==> src/rtl/instr_fetch_pkg.sv <==
// Shared CPU package for the instruction fetch unit:
// fetch FSM encoding and the fetch parameter defaults.
package instr_fetch_pkg;

  typedef enum logic [1:0] {
    REQ   = 2'd0,
    HOLD  = 2'd1,
    DRAIN = 2'd2,
    ERR   = 2'd3
  } fetch_state_t;

  localparam logic [31:0] RESET_PC_DEF = 32'h0000_0000;
  localparam int unsigned TIMEOUT_DEF  = 16;

endpackage

==> src/rtl/instr_fetch_if.sv <==
// Instruction memory bus between fetch (master)
// and the instruction memory (slave).
interface instr_fetch_if;

  logic        imem_req;
  logic [31:0] imem_addr;
  logic [31:0] imem_rdata;
  logic        imem_ack;

  modport master (
    output imem_req,
    output imem_addr,
    input  imem_rdata,
    input  imem_ack
  );

  modport slave (
    input  imem_req,
    input  imem_addr,
    output imem_rdata,
    output imem_ack
  );

endinterface

==> src/rtl/instr_fetch_timer.sv <==
// Wait counter for an outstanding memory request;
// flags expiry once TIMEOUT un-acked cycles are reached.
module fetch_timer #(
  parameter int unsigned TIMEOUT = 16
) (
  input  logic clk,
  input  logic reset,
  input  logic clr,
  input  logic run,
  output logic expired
);

  localparam logic [15:0] LIMIT = 16'(TIMEOUT - 1);

  logic [15:0] cnt;

  // clear on a new request, count each un-acked cycle
  always_ff @(posedge clk or posedge reset) begin
    if (reset) begin
      cnt <= '0;
    end else if (clr) begin
      cnt <= '0;
    end else if (run) begin
      cnt <= cnt + 16'd1;
    end
  end

  assign expired = (cnt == LIMIT);

endmodule

==> src/rtl/instr_fetch.sv <==
// Instruction fetch stage: one outstanding request,
// flush/drain handling, decode hand-off and timeout.
module instr_fetch
  import instr_fetch_pkg::*;
#(
  parameter logic [31:0] RESET_PC = RESET_PC_DEF,
  parameter int unsigned TIMEOUT  = TIMEOUT_DEF
) (
  input  logic                 clk,
  input  logic                 reset,
  input  logic [31:0]          next_pc,
  input  logic                 flush,
  input  logic                 dec_ready,
  instr_fetch_if.master        imem,
  output logic [31:0]          pc,
  output logic [31:0]          instr,
  output logic                 instr_valid,
  output logic                 fetch_err,
  output logic [31:0]          instr_count
);

  fetch_state_t state_q, state_n;

  logic [31:0] pc_q, pc_n;
  logic [31:0] addr_q, addr_n;
  logic [31:0] instr_q, instr_n;
  logic [31:0] count_q, count_n;
  logic        req_q, req_n;
  logic        valid_q, valid_n;
  logic        err_q, err_n;

  logic ack;
  logic clr;
  logic run;
  logic expired;

  // an ack only counts against a request we raised
  assign ack = imem.imem_ack & req_q;

  fetch_timer #(
    .TIMEOUT (TIMEOUT)
  ) u_timer (
    .clk     (clk),
    .reset   (reset),
    .clr     (clr),
    .run     (run),
    .expired (expired)
  );

  // next-state and next-output decode
  always_comb begin
    state_n = state_q;
    pc_n    = pc_q;
    addr_n  = addr_q;
    instr_n = instr_q;
    count_n = count_q;
    req_n   = req_q;
    valid_n = valid_q;
    err_n   = err_q;
    clr     = 1'b0;
    run     = 1'b0;
    unique case (state_q)
      REQ: begin
        if (!req_q) begin
          // first cycle out of reset: nothing
          // outstanding yet, so a flush just
          // retargets the request
          req_n = 1'b1;
          clr   = 1'b1;
          if (flush) begin
            pc_n   = next_pc;
            addr_n = next_pc;
          end
        end else if (flush && ack) begin
          pc_n   = next_pc;
          addr_n = next_pc;
          clr    = 1'b1;
        end else if (flush) begin
          pc_n    = next_pc;
          state_n = DRAIN;
          clr     = 1'b1;
        end else if (ack) begin
          instr_n = imem.imem_rdata;
          valid_n = 1'b1;
          req_n   = 1'b0;
          state_n = HOLD;
        end else if (expired) begin
          req_n   = 1'b0;
          err_n   = 1'b1;
          state_n = ERR;
        end else begin
          run = 1'b1;
        end
      end
      HOLD: begin
        if (flush || dec_ready) begin
          pc_n    = next_pc;
          addr_n  = next_pc;
          valid_n = 1'b0;
          req_n   = 1'b1;
          clr     = 1'b1;
          state_n = REQ;
          if (!flush) begin
            count_n = count_q + 32'd1;
          end
        end
      end
      DRAIN: begin
        if (ack) begin
          pc_n    = flush ? next_pc : pc_q;
          addr_n  = pc_n;
          clr     = 1'b1;
          state_n = REQ;
        end else if (expired) begin
          req_n   = 1'b0;
          err_n   = 1'b1;
          state_n = ERR;
        end else begin
          run = 1'b1;
          if (flush) begin
            pc_n = next_pc;
          end
        end
      end
      ERR: begin
        req_n   = 1'b0;
        valid_n = 1'b0;
        err_n   = 1'b1;
      end
    endcase
  end

  // state and registered outputs
  always_ff @(posedge clk or posedge reset) begin
    if (reset) begin
      state_q <= REQ;
      pc_q    <= RESET_PC;
      addr_q  <= RESET_PC;
      instr_q <= '0;
      count_q <= '0;
      req_q   <= 1'b0;
      valid_q <= 1'b0;
      err_q   <= 1'b0;
    end else begin
      state_q <= state_n;
      pc_q    <= pc_n;
      addr_q  <= addr_n;
      instr_q <= instr_n;
      count_q <= count_n;
      req_q   <= req_n;
      valid_q <= valid_n;
      err_q   <= err_n;
    end
  end

  assign imem.imem_req  = req_q;
  assign imem.imem_addr = addr_q;
  assign pc             = pc_q;
  assign instr          = instr_q;
  assign instr_valid    = valid_q;
  assign fetch_err      = err_q;
  assign instr_count    = count_q;

endmodule
==> src/flat_wrapper.sv <==
// flat-port wrapper written by rule: the top's interface ports become plain ports
module instr_fetch_flat import instr_fetch_pkg::*;
#(
  parameter logic [31:0] RESET_PC = RESET_PC_DEF,
  parameter int unsigned TIMEOUT  = TIMEOUT_DEF
)
  (clk, reset, next_pc, flush, dec_ready, pc, instr, instr_valid, fetch_err, instr_count, imem_imem_req, imem_imem_addr, imem_imem_rdata, imem_imem_ack);
  instr_fetch_if imem_i ();
  input  logic clk;
  input  logic reset;
  input  logic [31:0] next_pc;
  input  logic flush;
  input  logic dec_ready;
  output logic [31:0] pc;
  output logic [31:0] instr;
  output logic instr_valid;
  output logic fetch_err;
  output logic [31:0] instr_count;
  output wire logic [$bits(imem_i.imem_req)-1:0] imem_imem_req;
  output wire logic [$bits(imem_i.imem_addr)-1:0] imem_imem_addr;
  input wire logic [$bits(imem_i.imem_rdata)-1:0] imem_imem_rdata;
  input wire logic [$bits(imem_i.imem_ack)-1:0] imem_imem_ack;
  assign imem_imem_req = imem_i.imem_req;
  assign imem_imem_addr = imem_i.imem_addr;
  assign imem_i.imem_rdata = imem_imem_rdata;
  assign imem_i.imem_ack = imem_imem_ack;
  instr_fetch #(.RESET_PC(RESET_PC), .TIMEOUT(TIMEOUT)) u_core (.clk(clk), .reset(reset), .next_pc(next_pc), .flush(flush), .dec_ready(dec_ready), .imem(imem_i), .pc(pc), .instr(instr), .instr_valid(instr_valid), .fetch_err(fetch_err), .instr_count(instr_count));
endmodule
==> config.mk <==
export PLATFORM = sky130hd
export DESIGN_NAME = instr_fetch_flat
export DESIGN_NICKNAME = d
export VERILOG_FILES = /design/src/rtl/instr_fetch_pkg.sv /design/src/rtl/instr_fetch_if.sv /design/src/rtl/instr_fetch_timer.sv /design/src/rtl/instr_fetch.sv /design/src/flat_wrapper.sv
export SDC_FILE = /design/constraint.sdc
export NUM_CORES = 1
export LEC_CHECK = 0
export CORE_MARGIN = 2
export CORE_UTILIZATION = 52
export DETAILED_ROUTE_END_ITERATION = 10
export HOLD_SLACK_MARGIN = 0.02
export PLACE_DENSITY = 0.85
export SETUP_SLACK_MARGIN = 0.5
export SLEW_MARGIN = 20
export SYNTH_ARGS = -nofsm -noshare
export SYNTH_HDL_FRONTEND = slang
export SYNTH_SLANG_ARGS = --single-unit
==> constraint.sdc <==
create_clock -name clk -period 12.76 [get_ports clk]
set_input_delay 1.914 -clock clk [delete_from_list [all_inputs] [get_ports clk]]
set_output_delay 1.914 -clock clk [all_outputs]
set_load 0.005 [all_outputs]
# ---- Word level (Yosys, flattened, before mapping)
# Cells that the tools add are included.
dict set report word_totals {
  reg_bits 149
  inputBits 69
  output_inout_bits 131
  word_cells 97
}
dict set report classes {
  addsub 2
  n_eq_ne 15
  n_mux 53
  bitwise 3
  n_reduce_logical 15
}
# op count
set ops {}
lappend ops {{two-way mux 32 bit} 10}
lappend ops {{case mux 32 bit (3 select lines)} 2}
lappend ops {{adder 32 x 1 -> 32 bit (second input constant)} 1}
lappend ops {{two-way mux 16 bit} 2}
lappend ops {{two-way mux 1 bit} 26}
lappend ops {{adder 16 x 1 -> 16 bit (second input constant)} 1}
lappend ops {{== test 16 x 4 -> 1 bit (second input constant)} 1}
lappend ops {{two-way mux 2 bit} 7}
lappend ops {{!= test 2 x 1 -> 1 bit (second input constant)} 5}
lappend ops {{AND reduction 5 bit} 2}
lappend ops {{case mux 1 bit (3 select lines)} 3}
lappend ops {{AND reduction 3 bit} 3}
lappend ops {{nonzero test 3 bit} 3}
lappend ops {{AND reduction 4 bit} 2}
lappend ops {{!= test 2 bit (second input constant)} 3}
lappend ops {{!= test 3 x 2 -> 1 bit (second input constant)} 2}
lappend ops {{case mux 2 bit (3 select lines)} 1}
lappend ops {{AND reduction 6 bit} 1}
lappend ops {{== test 2 bit (second input constant)} 2}
lappend ops {{case mux 1 bit (4 select lines)} 1}
lappend ops {{!= test 3 bit (second input constant)} 1}
lappend ops {{== test 2 x 1 -> 1 bit (second input constant)} 1}
lappend ops {{logical NOT 2 bit} 1}
lappend ops {{NOT 1 bit} 2}
lappend ops {{5 further kinds} 5}

# ---- Logic depth before layout (Yosys ltp)
dict set report logic_depth {
  ltp_word 9
  ltp_mapped 8
  depth_no_buf 6
}

# ---- Modules after synthesis
# From an unflattened synthesis, not the netlist that was laid out.
dict set report unflattened {
  hier_cells 531
  hier_area_um2 6770.2
}
# module instances cells_per_inst area_each_um2 seq_area_each_um2
set modules_own_cells {}
lappend modules_own_cells {instr_fetch 1 441 5895.7 3328.2}
lappend modules_own_cells {fetch_timer 1 90 874.6 400.4}

# ---- Worst setup path after synthesis
# OpenSTA, ideal clock, no wires.
dict set report synth_path {
  path_type {input -> register}
  start {input port flush}
  end {register u_core.addr_q[0] (netlist: u_core.imem.imem_addr[0])}
  setup_time_ns 0.125
  t_arrival_ns 3.130
  t_required_ns 12.635
  path_slack_ns 9.505
  cell_stages 5
  path_buffers 2
  path_cell_list {nand2b_1 clkbuf_1 buf_1 mux2_2 mux2_4}
}
dict set report synth_via {
  elab_chain_len 3
  elab_cells_between_ends 9
  cone_classes {eq/ne: 3; mux: 3; reduce/logical: 3}
}
# element line
set synth_lines {}
lappend synth_lines {{start, declared} flat_wrapper.sv:12} ;# input logic flush;
lappend synth_lines {{two-way mux 32 bit, or another cell as far along} instr_fetch.sv:110} ;# pc_n = flush ? next_pc : pc_q;
lappend synth_lines {{two-way mux 32 bit, or another cell as far along} instr_fetch.sv:109} ;# if (ack) begin
lappend synth_lines {{case mux 32 bit (3 select lines) or AND reduction 5 bit (tied branches)} --}
lappend synth_lines {{end signal, assigned} instr_fetch.sv:147} ;# addr_q <= addr_n;
lappend synth_lines {{end, declared} instr_fetch.sv:25} ;# logic [31:0] addr_q, addr_n;
# Parallel ways exist; a longest one is shown, timed or not. The select of a mux whose other input is x is not followed.
# A chain may end at the register's enable or synchronous reset.

# ---- Worst setup path after layout
dict set report layout_path {
  start {input port flush}
  end {register u_core.addr_q[30] (netlist: u_core.imem.imem_addr[30])}
}
# The elaborated chain is that of the path after synthesis.

==> results.ini <==
[critical_path]
r2r-start = u_core.state_q[1]$_DFFE_PP0P_
r2r_cells = 6
crit_path_start_kind = primary input
critPathRequiredTime_ns = 13.07
worstPathMaxFanout = 32
path_class = in -> reg
reg2reg_slack_ns = 9.95
path_depth = 5
crit_end = u_core.imem.imem_addr[30]$_DFFE_PP0P_
crit_arrival_ns = 4.46
crit-reg2reg-capture = u_core.imem.imem_addr[30]$_DFFE_PP0P_
end_kind = flip-flop
cp-startpoint = flush
slowest_stage = a21o_2
crit_chain = clkdlybuf4s50_1 -> nor3b_2 -> a211o_1 -> a21o_2 -> mux2_2
path_buf_inv = 1
crit_family = compound AO/OA/AOI/OAI gates
cpPeakStageDelay_ns = 0.81

[synthesis]
synth.area.mux_share_pct = 17.4
synthTopCellsByArea = dfrtp_1, mux2_2, mux2_4
yosys.area_share.simple_pct = 11.0
synth_top_area_share_pct = 53.2
yosysSeqAreaShare_pct = 53.2
synth_nets = 612
synth_top_family_by_area = multiplexers
synth_area_leader_cell = dfrtp_1
synth.avg_cell_area_um2 = 13.1
syn_inst = 536
synthAdderAreaFrac_pct = 1.25
synth-compound-area-share_pct = 9.80
synth_seq_cells = 149
synth_cell_types = 56
yosysWarnings = 0
synthTopCellsByCount = dfrtp_1, mux2_2, a22o_1
ys.flop_type = dfrtp_1
synthArstFlopShare_pct = 100
synth.most_common_cell = dfrtp_1
netlist_area_um2 = 7010
synth_xor_area_share_pct = 3.87
synth-edff-count = 0

[die]
ios = 200
die_y_um = 120
row_count = 42
start_util_pct = 53.1
dieWidth_um = 120
core_area_um2 = 13200
dieArea_um2 = 14400

[sta]
rsz0062_at_grt = no
setup_ws_ns = 8.61
period_share_pct = 32.5
setup_tns_ns = 0
fin_crit_ns = 4.15
slew_viol_final = 0
hold_violations = 0
worst_pin_slew_ns = 1.12
fin_skew_ns = 0.00912
fmax_mhz = 241
holdWs_ns = 0.469
slew_headroom_pct = 25.6
finalSetupViolCount = 0

[global_routing]
overflow = 0
met3_usage_pct = 5.66
antenna_found_initial = 0
busiest_layer = met2
grt_pass1_wl_um = 28100
globalRouteTotalUtil_pct = 24.9
grt_pass1_vias = 5295
grt_util_met2_pct = 40.4
grt_max_degree = 85
use_met1_pct = 32.4

[hold_path]
min_from = u_core.instr_count[31]$_DFFE_PP0P_
hp-class = reg -> reg

[drt]
drt-total-wl_um = 17700
drtAntennaViolNets = 0
first_pass_iters = 5
vias = 5301
drc = 0
drt-initial-drc-count = 399
post_drt_wl_per_cell_um = 19.2
avgViaCountPerCell = 5.77

[place]
port_buffers = 199
preCtsSetupSlack_ns = 8.21
dp_hpwl_um = 12200
place.gp.congestion = 0.887

[pwr]
switchingPower_uw = 669
leakagePower_nw = 4.26
switching_share_pct = 30.3
p_int_mw = 1.54
power_density_nw_per_um2 = 228
power_frac_comb_pct = 41.6
ir_drop_v = 0.000137
seq_power_share_pct = 34.8
clkPwrFrac_pct = 23.6

[cts]
postCtsHoldBufs = 0
ctsResizeCount = 0
clkTransAtPathRegs_ns = 0.06
htree_levels = 4
cts_root_buf = clkbuf_16
clock_sinks = 149
cts_tree = built
cts_buffers = 17
clk_path_buf_depth = 2
clkLatencyLatePin_ns = 0.42
cts_setup_buffers = 0

[flow_run]
maxCapViolCount = 0

[cells_and_area]
seq_area_um2 = 3730
antenna_cells = 0
nets = 805
fill_cells = 831
drive_gt1_share_pct = 19.8
areaGrowthSynthToFinish_pct = 38.0
multi_input_area_um2 = 3040

[status]
outcome = finished, final reports clean

[metrics by stage]
step                utilization [%]  power [mW]  cells  cell area [um2]
floorplan                         -        1.23    536             7010
global placement               68.7        1.65    886             9060
detailed placement             68.7        1.69    886             9060
CTS                            73.3        2.22    918             9670
global route                   73.3        2.31    918             9670
finish                         73.3        2.21    918             9670
[placed cells by master (no fill, tap or decap), drive strengths merged, types with 3 or more instances in the layout]
cell	n
or3	7
clkdlybuf4s50	199
nand4	7
nor3	12
or4	6
nand3	18
o31ai	5
nand2	19
nor2	9
xor2	22
buf	4
clkbuf	21
xnor2	9
nand2b	3
nor3b	3
and3	5
and4	9
a22oi	3
a21o	6
nor2b	3
mux2	98
dfrtp	149
a22o	32
ha	7
o21ai	13
bufinv	3
clkinv	4
inv	14
nor4	10
a21oi	17
[kinds of logic after synthesis]
group | count (synthesis)
buf+inv | 41
simple gates | 119
flops | 149
xor+xnor | 31
compound gates | 91
mux | 98
fa+ha+maj | 7
[how the worst min path moves through the flow]
| stage | endpoint | slack (ns) | cells past startpoint |
|---|---|---|---|
| after global placement | u_core.fetch_err$_DFFE_PP0P_ | 0.45 | 1 |
| after floorplan | u_core.fetch_err$_DFFE_PP0P_ | 0.45 | 1 |
| after detailed placement | u_core.instr_count[31]$_DFFE_PP0P_ | 0.46 | 1 |
| after global routing | u_core.instr_count[26]$_DFFE_PP0P_ | 0.51 | 1 |
| final | u_core.instr_count[31]$_DFFE_PP0P_ | 0.47 | 1 |
| after CTS | u_core.instr_count[31]$_DFFE_PP0P_ | 0.47 | 1 |
[power by group through the flow]
stage          clock [mW]  sequential [mW]  combinational, mW
2_1_floorplan           0            0.762              0.472
6_report            0.522            0.769              0.919
4_1_cts             0.524            0.768              0.926
3_3_place_gp            0            0.758              0.890
5_1_grt             0.547            0.789              0.974
3_5_place_dp            0            0.770              0.915
[registers in the layout, indices dropped and copies added, names as in the netlist]
name / cells
u_core.imem.imem_addr: 32
u_core.state_q: 2
u_core.instr_valid: 1
u_core.pc: 32
u_core.imem.imem_req: 1
u_core.u_timer.cnt: 16
u_core.instr_count: 32
u_core.instr: 32
u_core.fetch_err: 1
[final cells by class]
class / instances / share of cell area, %
sequential: 149 / 38.5
timing repair buffer: 203 / 20.9
multi-input combinational: 346 / 31.4
inverter: 12 / 0.517
tap: 176 / 2.28
clock inverter: 11 / 1.51
clock buffer: 21 / 4.86
[routing by layer]
layer	share of wire, %	vias to the layer above	wire length, um
met4	2.6	0	451
met1	42	2656	7370
met3	5.7	41	1020
met5	0	-	0
met2	50	230	8830
li1	-	2374	-
(Power assumes the default switching activity.)
